`src/rtl/wb_reg_file_if.sv`:
```
// Bundles the write-back, reservation and operand-read signals of the
// register file. The master side (write-back/decode) drives the requests;
// the slave side (the register file) returns operands and hazard status.
interface wb_reg_file_if #(
  parameter int DATA_W = 16,
  parameter int ADDR_W = 3
);
  logic                   wb_en;
  logic [ADDR_W-1:0]      wb_addr;
  logic [DATA_W-1:0]      wb_data;
  logic                   rsv_en;
  logic [ADDR_W-1:0]      rsv_addr;
  logic [ADDR_W-1:0]      rd_a_addr;
  logic [ADDR_W-1:0]      rd_b_addr;
  logic                   rd_a_use;
  logic                   rd_b_use;
  logic [DATA_W-1:0]      rd_a_data;
  logic [DATA_W-1:0]      rd_b_data;
  logic                   rd_a_busy;
  logic                   rd_b_busy;
  logic                   stall;
  logic [(1<<ADDR_W)-1:0] busy_vec;

  modport master (
    output wb_en, wb_addr, wb_data, rsv_en, rsv_addr,
           rd_a_addr, rd_b_addr, rd_a_use, rd_b_use,
    input  rd_a_data, rd_b_data, rd_a_busy, rd_b_busy, stall, busy_vec
  );

  modport slave (
    input  wb_en, wb_addr, wb_data, rsv_en, rsv_addr,
           rd_a_addr, rd_b_addr, rd_a_use, rd_b_use,
    output rd_a_data, rd_b_data, rd_a_busy, rd_b_busy, stall, busy_vec
  );
endinterface

```
`src/rtl/wb_reg_file.sv`:
```
// Architectural register file with write-through bypass and a per-register
// busy scoreboard. Write-back releases a destination, decode reserves one,
// and a stall is raised when a needed operand is still pending.
module wb_reg_file #(
  parameter int DATA_W  = 16,
  parameter int ADDR_W  = 3,
  parameter int R0_ZERO = 1
) (
  input  logic            clk,
  input  logic            rst,
  wb_reg_file_if.slave    bus
);

  localparam int NREG = 1 << ADDR_W;

  logic [DATA_W-1:0] regs_q [NREG];
  logic [NREG-1:0]   busy_q;
  logic [NREG-1:0]   busy_d;

  // Address 0 is the hardwired-zero register when R0_ZERO is enabled.
  function automatic logic is_r0(input logic [ADDR_W-1:0] addr);
    return (R0_ZERO != 0) && (addr == '0);
  endfunction

  // A same-cycle write-back to this address is visible through the bypass.
  function automatic logic wb_hit(input logic                en,
                                  input logic [ADDR_W-1:0]   waddr,
                                  input logic [ADDR_W-1:0]   raddr);
    return en && (waddr == raddr) && !is_r0(raddr);
  endfunction

  // Scoreboard next state: release on write-back, then reserve so a new
  // producer to the same register keeps it busy.
  always_comb begin
    busy_d = busy_q;
    if (bus.wb_en)
      busy_d[bus.wb_addr] = 1'b0;
    if (bus.rsv_en)
      busy_d[bus.rsv_addr] = 1'b1;
    if (R0_ZERO != 0)
      busy_d[0] = 1'b0;
  end

  // Scoreboard state; reset discards any pending reservation.
  always_ff @(posedge clk) begin
    if (rst)
      busy_q <= '0;
    else
      busy_q <= busy_d;
  end

  // Register storage; writes to the hardwired zero register are dropped.
  always_ff @(posedge clk) begin
    if (rst) begin
      for (int i = 0; i < NREG; i++)
        regs_q[i] <= '0;
    end else if (bus.wb_en && !is_r0(bus.wb_addr)) begin
      regs_q[bus.wb_addr] <= bus.wb_data;
    end
  end

  // Operand read with bypass, and hazard detection per read port.
  always_comb begin
    bus.rd_a_data = regs_q[bus.rd_a_addr];
    bus.rd_b_data = regs_q[bus.rd_b_addr];
    if (wb_hit(bus.wb_en, bus.wb_addr, bus.rd_a_addr))
      bus.rd_a_data = bus.wb_data;
    if (wb_hit(bus.wb_en, bus.wb_addr, bus.rd_b_addr))
      bus.rd_b_data = bus.wb_data;
    if (is_r0(bus.rd_a_addr))
      bus.rd_a_data = '0;
    if (is_r0(bus.rd_b_addr))
      bus.rd_b_data = '0;

    bus.rd_a_busy = busy_q[bus.rd_a_addr] &&
                    !(bus.wb_en && (bus.wb_addr == bus.rd_a_addr));
    bus.rd_b_busy = busy_q[bus.rd_b_addr] &&
                    !(bus.wb_en && (bus.wb_addr == bus.rd_b_addr));
    bus.stall     = (bus.rd_a_use && bus.rd_a_busy) ||
                    (bus.rd_b_use && bus.rd_b_busy);
  end

  assign bus.busy_vec = busy_q;

endmodule

```
`src/flat_wrapper.sv`:
```
// flat-port wrapper written by rule: the top's interface ports become plain ports
module wb_reg_file_flat 
#(
  parameter int DATA_W  = 16,
  parameter int ADDR_W  = 3,
  parameter int R0_ZERO = 1
)
  (clk, rst, bus_wb_en, bus_wb_addr, bus_wb_data, bus_rsv_en, bus_rsv_addr, bus_rd_a_addr, bus_rd_b_addr, bus_rd_a_use, bus_rd_b_use, bus_rd_a_data, bus_rd_b_data, bus_rd_a_busy, bus_rd_b_busy, bus_stall, bus_busy_vec);
  wb_reg_file_if #(.DATA_W(DATA_W), .ADDR_W(ADDR_W)) bus_i ();
  input  logic clk;
  input  logic rst;
  input wire logic [$bits(bus_i.wb_en)-1:0] bus_wb_en;
  input wire logic [$bits(bus_i.wb_addr)-1:0] bus_wb_addr;
  input wire logic [$bits(bus_i.wb_data)-1:0] bus_wb_data;
  input wire logic [$bits(bus_i.rsv_en)-1:0] bus_rsv_en;
  input wire logic [$bits(bus_i.rsv_addr)-1:0] bus_rsv_addr;
  input wire logic [$bits(bus_i.rd_a_addr)-1:0] bus_rd_a_addr;
  input wire logic [$bits(bus_i.rd_b_addr)-1:0] bus_rd_b_addr;
  input wire logic [$bits(bus_i.rd_a_use)-1:0] bus_rd_a_use;
  input wire logic [$bits(bus_i.rd_b_use)-1:0] bus_rd_b_use;
  output wire logic [$bits(bus_i.rd_a_data)-1:0] bus_rd_a_data;
  output wire logic [$bits(bus_i.rd_b_data)-1:0] bus_rd_b_data;
  output wire logic [$bits(bus_i.rd_a_busy)-1:0] bus_rd_a_busy;
  output wire logic [$bits(bus_i.rd_b_busy)-1:0] bus_rd_b_busy;
  output wire logic [$bits(bus_i.stall)-1:0] bus_stall;
  output wire logic [$bits(bus_i.busy_vec)-1:0] bus_busy_vec;
  assign bus_i.wb_en = bus_wb_en;
  assign bus_i.wb_addr = bus_wb_addr;
  assign bus_i.wb_data = bus_wb_data;
  assign bus_i.rsv_en = bus_rsv_en;
  assign bus_i.rsv_addr = bus_rsv_addr;
  assign bus_i.rd_a_addr = bus_rd_a_addr;
  assign bus_i.rd_b_addr = bus_rd_b_addr;
  assign bus_i.rd_a_use = bus_rd_a_use;
  assign bus_i.rd_b_use = bus_rd_b_use;
  assign bus_rd_a_data = bus_i.rd_a_data;
  assign bus_rd_b_data = bus_i.rd_b_data;
  assign bus_rd_a_busy = bus_i.rd_a_busy;
  assign bus_rd_b_busy = bus_i.rd_b_busy;
  assign bus_stall = bus_i.stall;
  assign bus_busy_vec = bus_i.busy_vec;
  wb_reg_file #(.DATA_W(DATA_W), .ADDR_W(ADDR_W), .R0_ZERO(R0_ZERO)) u_core (.clk(clk), .rst(rst), .bus(bus_i));
endmodule
```
`config.mk`:
```
export PLATFORM = sky130hd
export DESIGN_NAME = wb_reg_file_flat
export DESIGN_NICKNAME = d
export VERILOG_FILES = /design/src/rtl/wb_reg_file_if.sv /design/src/rtl/wb_reg_file.sv /design/src/flat_wrapper.sv
export SDC_FILE = /design/constraint.sdc
export NUM_CORES = 1
export LEC_CHECK = 0
export ABC_AREA = 0
export CAP_MARGIN = 20
export CELL_PAD_IN_SITES_DETAIL_PLACEMENT = 2
export CELL_PAD_IN_SITES_GLOBAL_PLACEMENT = 2
export CORE_ASPECT_RATIO = 0.9
export CORE_UTILIZATION = 43
export DETAILED_ROUTE_END_ITERATION = 6
export HOLD_SLACK_MARGIN = 0.03
export PLACE_DENSITY_LB_ADDON = 0.2
export SLEW_MARGIN = 5
export SYNTH_ARGS = -nofsm -noshare
export SYNTH_HDL_FRONTEND = slang
export SYNTH_SLANG_ARGS = --single-unit
```
`constraint.sdc`:
```
create_clock -name clk -period 5.3 [get_ports clk]
set_input_delay 1.325 -clock clk [delete_from_list [all_inputs] [get_ports clk]]
set_output_delay 1.325 -clock clk [all_outputs]
set_load 0.05 [all_outputs]
```
==> impl_metrics.yaml, run 1 <==
yosys:
  syn_area_um2: 7740
  syn_area_per_cell_um2: 13.0
  ys_ff_latch: 135
  synth_top_area_cell: "edfxtp_1"
  synthArstFlopShare_pct: 0
  ys_types: 38
  ys_top_cells_by_area: "edfxtp_1 (50%), mux4_1 (9.8%), and2_1 (9.0%)"
  synth-seq-area-share_pct: 51.5
  synthFlopType: "edfxtp_1"
  synth_edf_count: 128
  synthCells: 596
  yosysTopAreaCellShare_pct: 49.6
  synth_warnings: 0
outcome:
  outcome: "completed"
global_routing:
  grt_overflow_total: 0
  grt_pass1_wl_um: 40800
  grt_use_total_pct: 31.7
  grt_max_degree: 31
  grt_pass1_vias: 6292
  antenna_found_initial: 2
timing:
  fin_ws_ns: 0.304
  skew_ns: 0
  worst_pin_slew_ns: 1.07
  rsz0062_at_grt: "no"
  finalSetupViolations: 0
  period_needed_ns: 5.00
  relSlewSlack_pct: 28.4
  timing_hold_violations_final: 0
  final_max_slew_viol_count: 0
  setup_tns_ns: 0
  max_freq_ghz: 0.200
  min_period_over_period_pct: 94.3
cts:
  path_clk_slew_ns: 0.06
  clkLatencyLatePin_ns: 0.43
  cts_max_level: 4
  postCtsHoldBufs: 0
  clk_path_buf_depth: 2
  cts_tree: "done"
  cts.sinks: 135
  cts_buffers: 17
  cts_root_buf: "clkbuf_16"
  post-cts-setup-buffer-count: 0
  post_cts_resized: 0
power_and_ir_drop:
  share_comb_of_total_power_pct: 21.3
  swShare_pct: 27.5
  p_switching_mw: 0.944
  pwr-share-clk_pct: 41.2
  leakage_nw: 3.69
  powerDensity_nw_per_um2: 350
  peakVddDrop_v: 0.000236
  p_int_mw: 2.49
  power_frac_seq_pct: 37.5
cells_and_area:
  mostFrequentLayoutCells: "edfxtp_1 (128), and2_1 (112), mux2i_1 (62)"
  antenna_cells: 0
  drive_gt1_share_pct: 17.8
  finalNetCount: 722
  syn_to_final_growth_pct: 26.7
  fin_cells: 941
  final_common_cell: "edfxtp_1"
floorplanning:
  initial_core_util_pct: 44.0
  die_h_um: 129
  die_w_um: 143
  coreArea_um2: 17600
  placementRows: 46
  dieArea_um2: 18500
  ioPinCount: 77
setup_path:
  critPathCaptureType: "primary output"
  crit_type: "input pin to primary output"
  path_max_fanout: 16
  critPathRequiredTime_ns: 3.97
  critPathTopFamily: "simple AND/OR/NAND/NOR gates"
  arrival_ns: 3.67
  critPathBufInv: 2
  cp-start-kind: "input pin"
  max_stage_delay_ns: 0.69
  slowest_stage: "clkdlybuf4s50_1"
  crit_chain: "clkdlybuf4s50_1 -> xnor2_1 -> and4_1 -> a211oi_1 -> nor3_1 -> buf_12"
flow_run:
  max_cap_violations: 0
route:
  firstDrtPassIters: 5
  first_iter_violations: 383
  via_per_inst: 5.97
  routedWlPerCell_um: 29.3
  postRouteAntennaNets: 0
  dr_total_vias: 5617
  drt_wl_total_um: 27600
  drc: 0
placed_design:
  place_inst: 902
  dp_hpwl_um: 18900
  gp_congestion: 0.905
  dpl_worst_slack_ns: 0.320
  io_buffers: 75
worst_hold_path:
  hp-class: "flip-flop to flip-flop"
-- Yosys cell counts, types with 2 or more instances --
master / number
nor3_2: 7
clkbuf_2: 4
clkbuf_1: 9
edfxtp_1: 128
o21ai_0: 13
a21oi_1: 6
and2_1: 112
a211oi_1: 29
nand2_1: 6
mux2i_1: 62
o22ai_1: 34
nor3_1: 29
nand2b_1: 4
inv_1: 3
nor2_1: 34
and4_1: 2
mux4_1: 29
buf_4: 10
buf_2: 15
nor2b_1: 4
xnor2_1: 6
mux4_2: 5
nand4_1: 3
nand3_1: 5
nor2_2: 2
buf_6: 11
mux2_2: 6
dfxtp_1: 7
or2_1: 2
-- power groups by stage --
| stage | logic [mW] | registers [mW] | clock network [mW] |
|---|---|---|---|
| 5_1_grt | 0.757 | 1.29 | 1.46 |
| 3_5_place_dp | 0.721 | 1.30 | 0 |
| 2_1_floorplan | 0.389 | 1.29 | 0 |
| 3_3_place_gp | 0.701 | 1.29 | 0 |
| 4_1_cts | 0.728 | 1.29 | 1.42 |
| 6_report | 0.732 | 1.29 | 1.41 |
-- worst paths after layout --
check / start / endpoint / slack [ns] / depth (start not counted)
worst min register to register: u_core.bus.busy_vec[5]$_SDFF_PP0_ / u_core.bus.busy_vec[5]$_SDFF_PP0_ / 0.54 / 2
worst max-delay path: bus_wb_addr[2] / bus_rd_b_data[10] / 0.30 / 6
worst max register to register: u_core.bus.busy_vec[1]$_SDFF_PP0_ / u_core.bus.busy_vec[1]$_SDFF_PP0_ / 4.51 / 2
worst min-delay path: u_core.bus.busy_vec[5]$_SDFF_PP0_ / u_core.bus.busy_vec[5]$_SDFF_PP0_ / 0.54 / 2
-- logic make-up (layout without fill, tap and decap cells) --
| family | count (synthesis) | in the layout | synth area share [%] |
|---|---|---|---|
| and+or+nand+nor | 212 | 212 | 15.7 |
| muxes | 102 | 102 | 20.2 |
| xor gates and xnor gates | 6 | 6 | 0.679 |
| other | 1 | 17 | 0.0484 |
| buffers and inverters | 53 | 142 | 4.43 |
| AOI/OAI and AO/OA | 87 | 87 | 7.47 |
| DFF | 135 | 135 | 51.5 |
-- worst min-delay path: stages, from the launching register on --
cell	delay (ns)
dfxtp_1	0.33
inv_1	0.06
o21ai_0	0.09
-- final cells by class --
type | count | area [um2]
fill | 1610 | 7800
sequential | 135 | 3980
inverter | 4 | 15.0
clock inverter | 12 | 248
clock buffer | 20 | 447
tap | 240 | 300
multi-input combinational | 424 | 3500
timing repair buffer | 106 | 1320
-- routing by layer --
layer / global-route usage (%) / share of wire (%)
met2: 54.5 / 52
met1: 38.3 / 41
met4: 11.6 / 2.0
met5: 0 / 0.044
met3: 8.50 / 5.6
-- sequential cells by signal (all words and copies together) (netlist names) --
name / flops
u_core.bus.busy_vec: 7
u_core.regs_q: 128
-- through the flow --
stage | hold WS [ns] | power (mW) | utilization [%] | instance area, um2
3_3_place_gp | 0.489 | 1.99 | 51.3 | 9040
4_1_cts | 0.537 | 3.44 | 55.3 | 9740
5_1_grt | 0.563 | 3.51 | 55.7 | 9810
6_report | 0.541 | 3.43 | 55.7 | 9810
3_5_place_dp | 0.521 | 2.02 | 51.3 | 9040
2_1_floorplan | 0.693 | 1.68 | - | 7800
(Power assumes the default switching activity.)
==> inputs of run 2 (changes only) <==
--- a/config.mk
+++ b/config.mk
@@ -10,7 +10,7 @@
 export CELL_PAD_IN_SITES_DETAIL_PLACEMENT = 2
 export CELL_PAD_IN_SITES_GLOBAL_PLACEMENT = 2
 export CORE_ASPECT_RATIO = 0.9
-export CORE_UTILIZATION = 43
+export CORE_UTILIZATION = 40
 export DETAILED_ROUTE_END_ITERATION = 6
 export HOLD_SLACK_MARGIN = 0.03
 export PLACE_DENSITY_LB_ADDON = 0.2
==> constraint.sdc (replaced) <==
create_clock -name clk -period 4.99 [get_ports clk]
set_input_delay 1.2475 -clock clk [delete_from_list [all_inputs] [get_ports clk]]
set_output_delay 1.2475 -clock clk [all_outputs]
set_load 0.05 [all_outputs]
==> impl_metrics.yaml, run 2 (synthesized netlist as in run 1, its figures left out) <==
outcome:
  outcome: "completed"
setup_path:
  cp-start-kind: "input pin"
  worst-r2r-setup-slack_ns: 4.23
  crit_chain: "clkdlybuf4s50_1 -> xnor2_1 -> and4_1 -> buf_4 -> a211oi_1 -> nor3_1 -> buf_12"
  critPathRequiredTime_ns: 3.74
  arrival_ns: 3.52
  slowest_stage: "and4_1"
  crit_type: "input pin to primary output"
  critPathTopFamily: "buffers and inverters"
  max_stage_delay_ns: 0.56
  critPathBufInv: 3
  path_max_fanout: 14
  critPathCaptureType: "primary output"
cells_and_area:
  fin_area_um2: 9780
  largest_register_ffs: 128
  final_common_cell: "edfxtp_1"
  fill_cells: 1705
  seq_area_um2: 3980
  multiInputGateArea_um2: 3490
  antenna_cells: 0
  syn_to_final_growth_pct: 26.3
  top_register: "u_core.regs_q"
  finalNetCount: 726
  drive_gt1_share_pct: 18.2
  mostFrequentLayoutCells: "edfxtp_1 (128), and2_1 (112), mux2i_1 (62)"
  fin_cells: 950
  fin_util_pct: 52.4
flow_run:
  max_cap_violations: 0
placed_design:
  post_dp_cell_area_um2: 9140
  io_buffers: 75
  gp_congestion: 0.911
  dp_hpwl_um: 19200
  place_inst: 915
global_routing:
  grt_use_total_pct: 29.1
  grt_pass1_wl_um: 41100
  grt_pass1_vias: 6197
  grt_overflow_total: 0
  antenna_found_initial: 0
  grt_max_degree: 34
route:
  dr_total_vias: 5676
  routedWlPerCell_um: 28.8
  postRouteAntennaNets: 0
  via_per_inst: 5.97
  drt_wl_total_um: 27400
  drc: 0
  firstDrtPassIters: 4
  first_iter_violations: 389
floorplanning:
  die_h_um: 134
  ioPinCount: 77
  dieArea_um2: 19900
  coreArea_um2: 18600
  initial_core_util_pct: 41.5
  placementRows: 47
  die_w_um: 149
timing:
  timing_hold_violations_final: 0
  min_period_over_period_pct: 95.6
  skew_ns: 0
  max_freq_ghz: 0.210
  rsz0062_at_grt: "no"
  final_max_slew_viol_count: 0
  worst_pin_slew_ns: 1.12
  setup_tns_ns: 0
  relSlewSlack_pct: 25.2
  period_needed_ns: 4.77
  finalSetupViolations: 0
cts:
  post_cts_resized: 0
  clk_path_buf_depth: 2
  cts_buffers: 17
  post-cts-setup-buffer-count: 0
  cts_root_buf: "clkbuf_16"
  postCtsHoldBufs: 0
  path_clk_slew_ns: 0.06
  clkLatencyLatePin_ns: 0.42
  cts_max_level: 4
  cts_tree: "done"
  cts.sinks: 135
worst_hold_path:
  hp-class: "flip-flop to flip-flop"
power_and_ir_drop:
  powerDensity_nw_per_um2: 354
  peakVddDrop_v: 0.000264
  leakage_nw: 3.67
-- run 2: path summary, 6_finish.rpt --
| check | start | endpoint | depth (start not counted) |
|---|---|---|---|
| worst min register to register | u_core.bus.busy_vec[5]$_SDFF_PP0_ | u_core.bus.busy_vec[5]$_SDFF_PP0_ | 2 |
| worst max register to register | u_core.bus.busy_vec[7]$_SDFF_PP0_ | u_core.bus.busy_vec[7]$_SDFF_PP0_ | 2 |
| worst max-delay path | bus_wb_addr[0] | bus_rd_b_data[11] | 7 |
| worst min-delay path | u_core.bus.busy_vec[5]$_SDFF_PP0_ | u_core.bus.busy_vec[5]$_SDFF_PP0_ | 2 |
-- run 2: per-layer routing --
metal	track usage [%]	wire (um)
met3	3.91	909
met4	8.08	435
met5	0	0
met2	48.5	13700
met1	39.8	12300
-- run 2: cell type report --
type                       count  share of cell area, %
clock inverter                14                   1.79
inverter                       4                  0.154
timing repair buffer         110                   14.1
sequential                   135                   40.7
multi-input combinational    424                   35.7
clock buffer                  18                   4.39
tap                          245                   3.14
-- run 2: power by group --
group          internal [mW]  total (mW)  switching, mW  leakage, nW
clock network          0.791        1.31          0.515        0.289
logic                  0.329       0.790          0.461         2.09
registers               1.32        1.37         0.0463         1.30
-- run 2: tightest hold or removal path, cell delays in order, from the launching register on --
cell     delay (ns)
dfxtp_1        0.33
inv_1          0.05
o21ai_0        0.08
-- run 2: per-stage QoR --
| step | power [mW] | worst slack [ns] | hold slack (ns) |
|---|---|---|---|
| global placement | 2.13 | 0.379 | 0.488 |
| detailed placement | 2.16 | 0.243 | 0.523 |
| global route | 3.54 | 0.176 | 0.568 |
| floorplan | 1.78 | 0.565 | 0.693 |
| finish | 3.46 | 0.222 | 0.521 |
| CTS | 3.47 | 0.243 | 0.539 |
==> variant 1 (flow settings as in run 2) <==
`ADDR_W` is set to 3 in 3 places; all go to 4.
--- a/src/rtl/wb_reg_file_if.sv
+++ b/src/rtl/wb_reg_file_if.sv
@@ -5,3 +5,3 @@
   parameter int DATA_W = 16,
-  parameter int ADDR_W = 3
+  parameter int ADDR_W = 4
 );
--- a/src/rtl/wb_reg_file.sv
+++ b/src/rtl/wb_reg_file.sv
@@ -5,3 +5,3 @@
   parameter int DATA_W  = 16,
-  parameter int ADDR_W  = 3,
+  parameter int ADDR_W  = 4,
   parameter int R0_ZERO = 1
--- a/src/flat_wrapper.sv
+++ b/src/flat_wrapper.sv
@@ -4,3 +4,3 @@
   parameter int DATA_W  = 16,
-  parameter int ADDR_W  = 3,
+  parameter int ADDR_W  = 4,
   parameter int R0_ZERO = 1
Ports: changed (5 resized); port bits go from 77 to 89. No check against the original RTL was run, so the function may have changed too.
==> variant 1 against run 2 <==
Non-clock buffer count rose by 35. Count of clock-buffer cells in the layout rose by 26. Cell area rose by 79%. Sequential cell count rose by 136. First-iteration DRC count rose by 110%. Power rose by 74%. Area after synthesis rose by 91%. Die area rose by 90%. Combinational power rose by 33%. Largest cell class unchanged. Worst setup slack got worse by 0.072 ns. Worst hold slack improved by 0.0094 ns. Largest power group unchanged. Wire length rose by 89%. Sequential power rose by 97%. Register-to-register slack got worse by 0.06 ns.
==> variant 1: results (changes against run 2) <==
min-delay src u_core.bus.busy_vec[7]$_SDFF_PP0_; IO buf count 87 (+16%); layout cells sized above 1 0.255 (+0.0730); Skew-Pair Late Insertion Delay 0.57 ns (+0.15 ns); largest net degree at the start of global routing 47 (+38%); Routed WL per cell 31.8 µm (+11%); vias post-DR 10,000 (+77%); Max VDD drop 0.000194 V (-26%); DR iter-0 viols 802 (+110%); Final nets 1,164 (+60%); H-tree depth 1 (-3); Routed WL 51.8 mm (+89%); post-DP HPWL 33.5 mm (+75%); post-synthesis sequential area ratio 0.540 (+0.0251); vias in the first global route 11,100 (+79%); gr usage total 0.280 (-0.0106); status complete, no violations; hold_ws 0.530 ns (+0.00938 ns); relative slew slack 0.333 (+0.0810); antenna violations before repair 1 (+1); max reg flops 256 (+100%); Post-synth EDFFs 256 (+100%); drt pass-1 iters 5 (+1); synth unique cells 51 (+34%); Placer Congestion 0.810 (-11%); Placed Area 0.0165 mm² (+81%); cells after synthesis 1,027 (+72%); pre-CTS worst setup slack 0.213 ns (-0.0304 ns); critical path data arrival time 3.59 ns (+0.07 ns); synth cell count leaders edfxtp_1, and2_1, mux4_2; CTS buffer count 31 (+14); Reg2Reg Setup Slack 4.17 ns (-0.06 ns); Max Buffers Root-to-Sink 3 (+1); hold endpoint u_core.bus.busy_vec[7]$_SDFF_PP0_; Top reg by flops u_core.regs_q; first-pass GRT wire length 76.2 mm (+86%); leakage 6.20 nW (+69%); FF-to-FF Start u_core.bus.busy_vec[10]$_SDFF_PP0_; placed cells 1,569 (+71%); R2R Path End u_core.bus.busy_vec[10]$_SDFF_PP0_; Synth area leaders edfxtp_1, mux4_2, and2_1, a22oi_1, dfxtp_1
[variant 1: area by class of cell]
class / count / area, µm²
repair buffers: 145 / 1550
well taps: 476 / 596
multi-input cells: 673 / 6380
clock buffers: 44 / 855
clock inverters: 14 / 143
flip-flops and latches: 271 / 7990
inverters: 4 / 15.0
fillers: 3447 / 18800
[variant 1: how the worst max path moves through the flow]
stage	end	depth (start not counted)	slack, ns	from
after floorplan	bus_stall	7	0.08	bus_rd_b_addr[1]
after global placement	bus_rd_a_data[14]	7	0.30	bus_wb_addr[3]
after detailed placement	bus_rd_a_data[8]	7	0.21	bus_wb_addr[3]
after CTS	bus_rd_a_data[8]	7	0.21	bus_wb_addr[3]
after global routing	bus_rd_a_data[14]	7	0.04	bus_wb_addr[0]
final	bus_rd_a_data[14]	7	0.15	bus_wb_addr[3]
[variant 1: power breakdown]
group | total, W | switching [W] | internal (W)
Sequential | 0.00270 | 0.0000758 | 0.00262
Clock | 0.00229 | 0.000949 | 0.00134
Combinational | 0.00105 | 0.000611 | 0.000440
[variant 1: critical path, cell delays in order]
cell and delay (ns):
clkdlybuf4s50_1 0.51, xnor2_2 0.18, nand4_1 0.18, nor2_1 0.15, nor3_4 0.85, a22o_1 0.32
buf_12 0.15
[variant 1: per-layer routing]
metal | global-route usage | vias to the layer above | wire [µm]
met3 | 0.0477 | 68 | 2920
met4 | 0.0684 | 0 | 1190
li1 | - | 4168 | -
met2 | 0.471 | 310 | 25600
met5 | 0 | - | 0
met1 | 0.378 | 5494 | 22100
[variant 1: cells by family after synthesis]
group / count (synthesis) / synth area share
AND/OR/NAND/NOR: 379 / 0.150
flip-flops: 271 / 0.540
multiplexers: 138 / 0.204
AO/OA/AOI/OAI: 133 / 0.0679
buffers and inverters: 99 / 0.0343
XOR/XNOR: 6 / 0.00406
other: 1 / 0.000253
[variant 1: metrics by stage]
step                       util  total power, W
after CTS                 0.482         0.00606
after global placement    0.455         0.00375
after floorplan               -         0.00334
final                     0.482         0.00604
after global routing      0.482         0.00619
after detailed placement  0.455         0.00378
==> variant 2 (config.mk and constraints of run 2) <==
Without the edit above. `R0_ZERO` is set to 1 in 2 places; all go to 0.
--- a/src/rtl/wb_reg_file.sv
+++ b/src/rtl/wb_reg_file.sv
@@ -6,3 +6,3 @@
   parameter int ADDR_W  = 3,
-  parameter int R0_ZERO = 1
+  parameter int R0_ZERO = 0
 ) (
--- a/src/flat_wrapper.sv
+++ b/src/flat_wrapper.sv
@@ -5,3 +5,3 @@
   parameter int ADDR_W  = 3,
-  parameter int R0_ZERO = 1
+  parameter int R0_ZERO = 0
 )
Function: changed (Yosys sat finds a counterexample within 4 cycles, from zero or initial values and one cycle with rst high).
==> variant 2 against run 2 <==
Sequential share of layout area rose by 1.0 points. Area after synthesis shrank 0.95%. Wire length fell by 6.3%. Sequential cell count up 1. Power shrank 0.55%. Core utilization decreased by 0.84 points. Cell area shrank 1.9%. Via count is 8.0% lower. Worst setup slack better by 0.31 ns. Critical path depth decreased by 1. Highest routed layer unchanged.
==> variant 2: results (changes against run 2) <==
max reg flops 128 (unchanged); Final nets 660 (-9.1%); clk slew on worst S/H paths 0.06 ns (about the same); synth unique cells 40 (+5.3%); antenna violations before repair 0 (unchanged); layout cells sized above 1 0.261 (+0.0798); critical path data arrival time 3.21 ns (-0.31 ns); Main synth FF type edfxtp_1; post-CTS setup repair buffer count 0 (unchanged); Hold Buf Count CTS 0 (unchanged); post-synthesis sequential area ratio 0.522 (+0.00756); ys async rst share 0 (unchanged); fin cells 884 (-6.9%); syn nets 579; cells after synthesis 545 (-8.6%); synth cell count leaders and2_1, edfxtp_1, mux4_2; filler instances 1,735 (+1.8%); post-DP HPWL 15.0 mm (-22%); pre-CTS worst setup slack 0.596 ns (+0.353 ns); IO buf count 76 (+1.3%); gr usage total 0.279 (-0.0119); detailed-route vias per instance 5.91 (-1.1%); hold_ws 0.533 ns (+0.0128 ns); largest net degree at the start of global routing 39 (+15%); DR iter-0 viols 313 (-20%); clk_skew 0 ns (unchanged); Post-synth EDFFs 128 (unchanged); H-tree depth 4 (unchanged); Synth area leaders edfxtp_1, mux4_2, and2_1, mux2i_1, a21oi_1; Hold Crit Class flip-flop to flip-flop; max_cap viols 0 (unchanged); ANT cells 0 (unchanged); Max VDD drop 0.000254 V (-4.1%); Routed WL 25.7 mm (-6.3%); first-pass GRT wire length 38.7 mm (-5.7%); R2R cell count 2 (unchanged); Skew-Pair Late Insertion Delay 0.43 ns; relative slew slack 0.327 (+0.0751); Hold Path Depth 2 (unchanged); placed cells 852 (-6.9%); status complete, no violations; vias in the first global route 5,968 (-3.7%); Final WS setup 0.536 ns (+0.314 ns); Reg2Reg Setup Slack 4.21 ns (-0.02 ns); Root Driver clkbuf_16; Top reg by flops u_core.regs_q; Max Buffers Root-to-Sink 2 (unchanged); Pint 0.00245 W (+0.57%); Placer Congestion 0.792 (-13%); CP Max Fanout 22 (+8); leakage 3.48 nW (-5.3%); post-cts resize count 0 (unchanged); CTS buffer count 17 (unchanged)
-- variant 2: changes by cell type after synthesis, moves of 6 or more --
cell | before | now
mux2_2 | 6 | 0
clkbuf_1 | 9 | 3
mux4_1 | 29 | 0
mux2i_1 | 62 | 38
buf_4 | 10 | 3
o21ai_0 | 13 | 2
nor3_2 | 7 | 0
mux4_2 | 5 | 64
and2_1 | 112 | 128
o22ai_1 | 34 | 0
a21oi_1 | 6 | 35
nor3_1 | 29 | 1
a211oi_1 | 29 | 0
-- variant 2: worst paths after layout --
check                                    startpoint                           endpoint
setup / recovery                   bus_rd_a_addr[1]                  bus_rd_a_data[15]
hold reg to reg   u_core.bus.busy_vec[1]$_SDFF_PP0_  u_core.bus.busy_vec[1]$_SDFF_PP0_
hold / removal    u_core.bus.busy_vec[1]$_SDFF_PP0_  u_core.bus.busy_vec[1]$_SDFF_PP0_
setup reg to reg  u_core.bus.busy_vec[5]$_SDFF_PP0_  u_core.bus.busy_vec[5]$_SDFF_PP0_
-- variant 2: cells by family (layout without fill, tap and decap cells) --
| group | count (synthesis) | after routing | synth area share |
|---|---|---|---|
| XOR/XNOR | 6 | 6 | 0.00685 |
| AND/OR/NAND/NOR | 204 | 204 | 0.157 |
| AO/OA/AOI/OAI | 53 | 53 | 0.0414 |
| multiplexers | 102 | 102 | 0.238 |
| buffers and inverters | 44 | 138 | 0.0352 |
| flip-flops | 136 | 136 | 0.522 |
-- variant 2: cell type report --
type | count | area share
multi-input combinational | 365 | 0.354
tap | 245 | 0.0320
inverter | 7 | 0.00274
sequential | 136 | 0.418
clock inverter | 14 | 0.0163
clock buffer | 18 | 0.0448
timing repair buffer | 99 | 0.132
-- variant 2: layer usage --
| layer | vias up | part of all wire | GRT usage |
|---|---|---|---|
| li1 | 2225 | - | - |
| met1 | 2785 | 0.41 | 0.341 |
| met2 | 178 | 0.52 | 0.496 |
| met3 | 35 | 0.047 | 0.0538 |
| met4 | 0 | 0.019 | 0.0911 |
| met5 | - | 0 | 0 |
-- variant 2: stage by stage --
stage	instance area, µm²	utilization
floorplan	7670	-
global route	9590	0.516
CTS	9590	0.516
finish	9590	0.516
detailed placement	9000	0.485
global placement	8990	0.484
-- variant 2: critical path, stage by stage --
cell,delay [ns]
clkdlybuf4s50_1,0.58
buf_4,0.40
mux4_2,0.37
mux2i_1,0.26
a21oi_1,0.16
buf_12,0.18
-- variant 2: power by group through the flow --
stage	clock network, W	registers (W)	logic (W)
after floorplan	0	0.00137	0.000424
after global placement	0	0.00138	0.000757
after global routing	0.00135	0.00138	0.000807
after detailed placement	0	0.00139	0.000772
final	0.00129	0.00137	0.000776
after CTS	0.00131	0.00137	0.000782
